## src/rtl/vga_pkg.sv

```systemverilog
// Shared VGA timing constants and counter type.
// Defaults describe 640x480 @ 60 Hz with a 25 MHz pixel rate.
package vga_pkg;

    localparam int CNT_W = 10;

    localparam int H_VIS_D  = 640;
    localparam int H_FP_D   = 16;
    localparam int H_SYNC_D = 96;
    localparam int H_BP_D   = 48;
    localparam int V_VIS_D  = 480;
    localparam int V_FP_D   = 10;
    localparam int V_SYNC_D = 2;
    localparam int V_BP_D   = 33;

    localparam int H_TOTAL_D = H_VIS_D + H_FP_D + H_SYNC_D + H_BP_D;
    localparam int V_TOTAL_D = V_VIS_D + V_FP_D + V_SYNC_D + V_BP_D;

    typedef logic [CNT_W-1:0] cnt_t;

endpackage

```

## src/rtl/vga_counter.sv

```systemverilog
// Free-running pixel/line counter pair advancing once every
// two clock cycles, gated by a toggling pixel tick.
module vga_counter
    import vga_pkg::*;
#(
    parameter int H_TOTAL = H_TOTAL_D,
    parameter int V_TOTAL = V_TOTAL_D
) (
    input  logic             clk,
    input  logic             rst_n,
    output logic [CNT_W-1:0] h_count,
    output logic [CNT_W-1:0] v_count
);

    localparam cnt_t H_MAX = cnt_t'(H_TOTAL - 1);
    localparam cnt_t V_MAX = cnt_t'(V_TOTAL - 1);

    logic tick_q, tick_d;
    cnt_t h_q, h_d;
    cnt_t v_q, v_d;

    always_comb begin
        tick_d = ~tick_q;
        h_d    = h_q;
        v_d    = v_q;
        // Advance only on the edge where the tick is already high.
        if (tick_q) begin
            if (h_q == H_MAX) begin
                h_d = '0;
                if (v_q == V_MAX) begin
                    v_d = '0;
                end else begin
                    v_d = v_q + cnt_t'(1);
                end
            end else begin
                h_d = h_q + cnt_t'(1);
            end
        end
    end

    always_ff @(posedge clk or negedge rst_n) begin
        if (!rst_n) begin
            tick_q <= 1'b0;
            h_q    <= '0;
            v_q    <= '0;
        end else begin
            tick_q <= tick_d;
            h_q    <= h_d;
            v_q    <= v_d;
        end
    end

    assign h_count = h_q;
    assign v_count = v_q;

endmodule

```

## src/rtl/vga_timing.sv

```systemverilog
// VGA sync generator: counter pair plus zero-latency
// decode of hSync, vSync and bright.
module vga_timing
    import vga_pkg::*;
#(
    parameter int H_VIS  = H_VIS_D,
    parameter int H_FP   = H_FP_D,
    parameter int H_SYNC = H_SYNC_D,
    parameter int H_BP   = H_BP_D,
    parameter int V_VIS  = V_VIS_D,
    parameter int V_FP   = V_FP_D,
    parameter int V_SYNC = V_SYNC_D,
    parameter int V_BP   = V_BP_D
) (
    input  logic             clk50MHz,
    input  logic             clr,
    output logic             hSync,
    output logic             vSync,
    output logic             bright,
    output logic [CNT_W-1:0] hCount,
    output logic [CNT_W-1:0] vCount
);

    localparam int H_TOTAL = H_VIS + H_FP + H_SYNC + H_BP;
    localparam int V_TOTAL = V_VIS + V_FP + V_SYNC + V_BP;

    localparam cnt_t H_VIS_C = cnt_t'(H_VIS);
    localparam cnt_t HS_BEG  = cnt_t'(H_VIS + H_FP);
    localparam cnt_t HS_END  = cnt_t'(H_VIS + H_FP + H_SYNC);
    localparam cnt_t V_VIS_C = cnt_t'(V_VIS);
    localparam cnt_t VS_BEG  = cnt_t'(V_VIS + V_FP);
    localparam cnt_t VS_END  = cnt_t'(V_VIS + V_FP + V_SYNC);

    cnt_t h_cnt;
    cnt_t v_cnt;

    vga_counter #(
        .H_TOTAL (H_TOTAL),
        .V_TOTAL (V_TOTAL)
    ) u_counter (
        .clk     (clk50MHz),
        .rst_n   (clr),
        .h_count (h_cnt),
        .v_count (v_cnt)
    );

    // Reset overrides the decode directly, not just via the counters.
    always_comb begin
        hSync  = 1'b1;
        vSync  = 1'b1;
        bright = 1'b0;
        if (clr) begin
            hSync  = !((h_cnt >= HS_BEG) && (h_cnt < HS_END));
            vSync  = !((v_cnt >= VS_BEG) && (v_cnt < VS_END));
            bright = (h_cnt < H_VIS_C) && (v_cnt < V_VIS_C);
        end
    end

    assign hCount = h_cnt;
    assign vCount = v_cnt;

endmodule

```

## config.mk

```make
export PLATFORM = sky130hd
export DESIGN_NAME = vga_timing
export DESIGN_NICKNAME = d
export VERILOG_FILES = /design/src/rtl/vga_pkg.sv /design/src/rtl/vga_counter.sv /design/src/rtl/vga_timing.sv
export SDC_FILE = /design/constraint.sdc
export NUM_CORES = 1
export LEC_CHECK = 0
export ABC_CLOCK_PERIOD_IN_PS = 4250
export BUFFER_PORTS_ARGS = -buffer_cell sky130_fd_sc_hd__buf_4
export CAP_MARGIN = 5
export CORE_MARGIN = 10
export CORE_UTILIZATION = 40
export DETAILED_ROUTE_END_ITERATION = 10
export PLACE_DENSITY = 0.67
export SLEW_MARGIN = 10
export SYNTH_ARGS = -nofsm -noshare
export SYNTH_HDL_FRONTEND = slang
export SYNTH_SLANG_ARGS = --single-unit
```

## constraint.sdc

```tcl
create_clock -name clk50MHz -period 4.25 [get_ports clk50MHz]
set_clock_uncertainty 0.15 [all_clocks]
set_input_delay 0.2125 -clock clk50MHz [delete_from_list [all_inputs] [get_ports clk50MHz]]
set_output_delay 0.2125 -clock clk50MHz [all_outputs]
set_load 0.02 [all_outputs]
```

After elaboration in Yosys (flattened, before gate mapping)
Index checks and enable logic that the tools add are counted.
{ "classes": {"n_addsub": 2, "n_lt_le_gt_ge": 6, "n_eq_ne": 2, "muxes": 5, "bitwise": 1, "n_reduce_logical": 6} }
{ "ops": {"columns": ["op", "n"], "rows": [
  ["10-bit by 1-bit adder with 10-bit output (second input constant)", 2],
  ["10-bit equality test (second input constant)", 2],
  ["10-bit less-than comparator (second input constant)", 2],
  ["10-bit by 9-bit less-than comparator with 1-bit output (second input constant)", 2],
  ["10-bit 2-to-1 mux", 2],
  ["10-bit >= comparator (second input constant)", 1],
  ["10-bit by 9-bit >= comparator with 1-bit output (second input constant)", 1],
  ["1-bit logical AND", 3],
  ["1-bit 2-to-1 mux", 3],
  ["1-bit zero test", 2],
  ["2-bit AND reduction", 1],
  ["1-bit NOT", 1]
]} }
{ "word_totals": {"regBits": 21, "in_bits": 2, "elab_cells": 25} }

Depth between registers and ports, before layout
{ "depth": {"depth_word": 4, "ltp_mapped": 6, "mapped_depth_nobuf": 6} }

Modules after synthesis
From an unflattened synthesis, not the netlist that was laid out.
{ "unflattened": {"hier_cells": 109, "area_unflattened_um2": 1179.9} }
{ "by_module_without_submodules": {"columns": ["mod", "instances", "cells_each", "area_each_um2", "seq_area_each_um2"], "rows": [
  ["vga_counter", 1, 100, 1102.3, 525.5],
  ["vga_timing", 1, 9, 77.6, 0.0]
]} }

Least setup slack after synthesis
Ideal clock, no wire load.
{ "synth_timing": {"kind": "register to register", "from": "register u_counter.v_q[0] (netlist: u_counter.v_count[0])", "to": "register u_counter.v_q[9] (netlist: u_counter.v_count[9])", "setup_ns": 0.128, "arrival_ns": 1.466, "slack_ns": 2.506, "stages_incl_launch_ff": 7, "cell_sequence": "dfrtp_1 -> inv_1 -> ha_1 -> nor4bb_1 -> nand4_1 -> o2bb2ai_1 -> a211oi_2"} }
{ "synth_via": {"elab_chain_cells": 2} }
{ "synth_lines": {"columns": ["item", "line_no", "text"], "rows": [
  ["start: declaration", "vga_counter.sv:20", "cnt_t v_q, v_d;"],
  ["start signal: assignment", "vga_counter.sv:49", "v_q <= v_d;"],
  ["10-bit by 1-bit adder with 10-bit output / 10-bit equality test (equally long branches)", "vga_counter.sv:33, vga_counter.sv:30", null],
  ["10-bit 2-to-1 mux *", "vga_counter.sv:30", "if (v_q == V_MAX) begin"]
]} }
Mark *: on every way between the ends. The rest lies on a longest branch, timed or not.
A chain may end at the register's enable or synchronous reset.

Worst setup path in the final report
{ "layout_timing": {"from": "input port clr", "to": "output port vSync"} }
{ "layout_via": {"elab_chain_cells": 1} }
{ "layout_lines": {"columns": ["item", "line_no", "text"], "rows": [
  ["start: declaration", "vga_timing.sv:16", "input logic clr,"],
  ["1-bit 2-to-1 mux", "vga_timing.sv:52", "if (clr) begin"],
  ["end: declaration", "vga_timing.sv:18", "output logic vSync,"]
]} }
Every way passes these cells.

==> run metrics <==
Global Route Usage Sum 10.32%; post-CTS sizing 0; Initial Util 42.95%; top-count cell post-synth dfrtp_1; I/O pin total 25; number of synthesized flops with an enable pin 0; n_diodes 0; P per Cell Area 208.1 nW/um^2; share of cells above drive strength 1 24.83%; crit start category primary input; vias in the first global route 938; Critical Path Sink Type output port; first-pass GRT wire length 4595 microns; top cells by area, synth dfrtp_1 (43%), ha_1 (5.1%), xnor2_1 (4.3%), nand3_1 (4.1%), nand4_4 (3.5%); Num CTS Buffers 3; Final nets 153; synthesized net count 125; DR vias/cell 5.551; DRC Markers 0; Setup Crit Path Kind in -> out; Setup Viol. Count Final 0; initial antenna violation count 0; Max Root-Sink Buffers 2; Seq/Total Area, Yosys 43.25%; DR WL met3 99 microns; setup bufs post-CTS 0; Slew headroom 73.32%; Detailed Route Iter0 Violations 75; WL final 2814 microns; largest net degree at the start of global routing 24; worst slew pin tran 399.0 ps; CP arrival 1990 ps; die width 75.11 microns; Port-buffer cells 24; WP data required 3890 ps; global route overflow 0; die area 5642 sq um; Layout Area Growth over Synthesis 20.19%; synthesized flop and latch total 21; min Tclk post-route 2350 ps; fin cells 176; Peak VDD IR 0.09989 mV; fmax 425.6 MHz; wire length per cell 15.99 microns; ys flop type dfrtp_1; Synth warnings 0; Final Slew Violations 0; unrepaired setup endpoints after global routing false; Post-Syn Area 1215 sq um; status completed; CTS root buffer clkbuf_4; Skew-Pair Late Insertion Delay 300 ps; Die Y-Extent 75.11 microns; post-placement cell count 171; Hold Vio Cnt, Final 0; htree depth 1; Synth top cells by count dfrtp_1 (21), nand3_1 (10), nand2_1 (9); Async SR Flop Fraction 100.0%; Syn Area/Cell 10.30 sq um; Reg clk slew, reported paths 110 ps; met2 routed WL 1288 microns; synthesized instance count 118; Final HPWL DP 2081 microns; Max-cap violations 0; met1 wire length 1383 microns; critical path peak fanout 23; CTS Sinks 21; drt pass-1 iters 4; Via Count 977; row cnt 19; library cells used by synthesis 37; post-synth top area share 43.25%; TritonCTS clock tree built; leading area contributor after synthesis dfrtp_1; Core Area 2829 sq um; Min-Delay Path Class in -> async; period utilization 55.28%; leakage power 0.6800 nW; Routability Congestion 0.8099; setup_tns 0 ps; highest metal used met4; r2r worst-path depth 6; Routed Antenna Nets 0
==> critical path: stages <==
cell and delay (ps):
dlygate4sd3_1 520, buf_4 290, nor2b_1 230, o21ai_0 110
nor4b_1 320, nand3_1 120, buf_4 170
==> placed cells by master, fill, tap and decap left out, types with 2 or more instances in the layout <==
cell / count
a21oi_1: 2
and3_1: 4
buf_4: 24
clkbuf_4: 3
dfrtp_1: 21
ha_1: 5
inv_1: 6
mux2i_1: 2
nand2_1: 9
nand2b_1: 2
nand3_1: 10
nand4_1: 4
nand4_4: 2
nor2_1: 4
nor2b_1: 3
nor3_1: 3
o21ai_0: 6
o21ai_1: 5
xnor2_1: 6
xor2_1: 4
==> registers in the layout, indices dropped and copies added (netlist names) <==
name               cells
u_counter.h_count     10
u_counter.v_count     10
u_counter.tick_q       1
==> cells by family after synthesis <==
family                     Yosys count  share of synthesized area (%)
muxes                                2                          1.648
adders and majority gates            5                          5.149
and+or+nand+nor                     54                          31.10
AOI/OAI and AO/OA                   18                          8.960
xor gates and xnor gates            10                          7.209
buffers and inverters                8                          2.678
DFF                                 21                          43.25
==> final cells by class <==
| type | count | area, sq um |
|---|---|---|
| inverters | 6 | 22.52 |
| well taps | 31 | 38.79 |
| fillers | 250 | 1369 |
| flip-flops and latches | 21 | 525.5 |
| repair buffers | 25 | 190.2 |
| clock buffers | 4 | 26.28 |
| multi-input cells | 89 | 656.9 |
==> routing by layer <==
metal	vias up	track usage, %
met5	-	0
met4	0	4.412
met3	4	1.577
met2	19	15.71
met1	470	14.11
li1	484	-
==> worst paths after layout <==
check	start	endpoint	slack (ps)
worst max-delay path	clr	vSync	1900
worst min-delay path	clr	u_counter.h_count[6]	170
worst max register to register	u_counter.v_count[0]	u_counter.v_count[9]	2330
worst min register to register	u_counter.v_count[7]	u_counter.v_count[7]	400
max in group asynchronous	clr	u_counter.v_count[8]	3560
min in group clk50MHz	u_counter.v_count[7]	u_counter.v_count[7]	400
==> metrics by stage <==
stage	util [%]	total power [mW]	hold slack (ps)	instance area [sq um]	setup WS, ps
2_1_floorplan	-	0.2050	-233.1	1215	2507
3_3_place_gp	50.33	0.2107	-35.83	1424	2372
3_5_place_dp	50.33	0.2110	-28.84	1424	2334
4_1_cts	51.61	0.3071	183.2	1460	1902
5_1_grt	51.61	0.3156	188.1	1460	1716
6_report	51.61	0.3039	168.2	1460	1900
==> timing repair <==
item / in CTS / in global routing
setup endpoints to repair: 0 / 0
hold buffers: 1 / 0
hold endpoints to repair: 21 / 0
==> report_power, final <==
part           switching (mW)  leakage (nW)  total (mW)  internal, mW
logic                 0.00539         0.386     0.00770       0.00231
registers                   0         0.279       0.200         0.200
clock network          0.0599        0.0150      0.0965        0.0366
total                  0.0653         0.680       0.304         0.239
No activity file was read; power rests on OpenSTA's default activity.
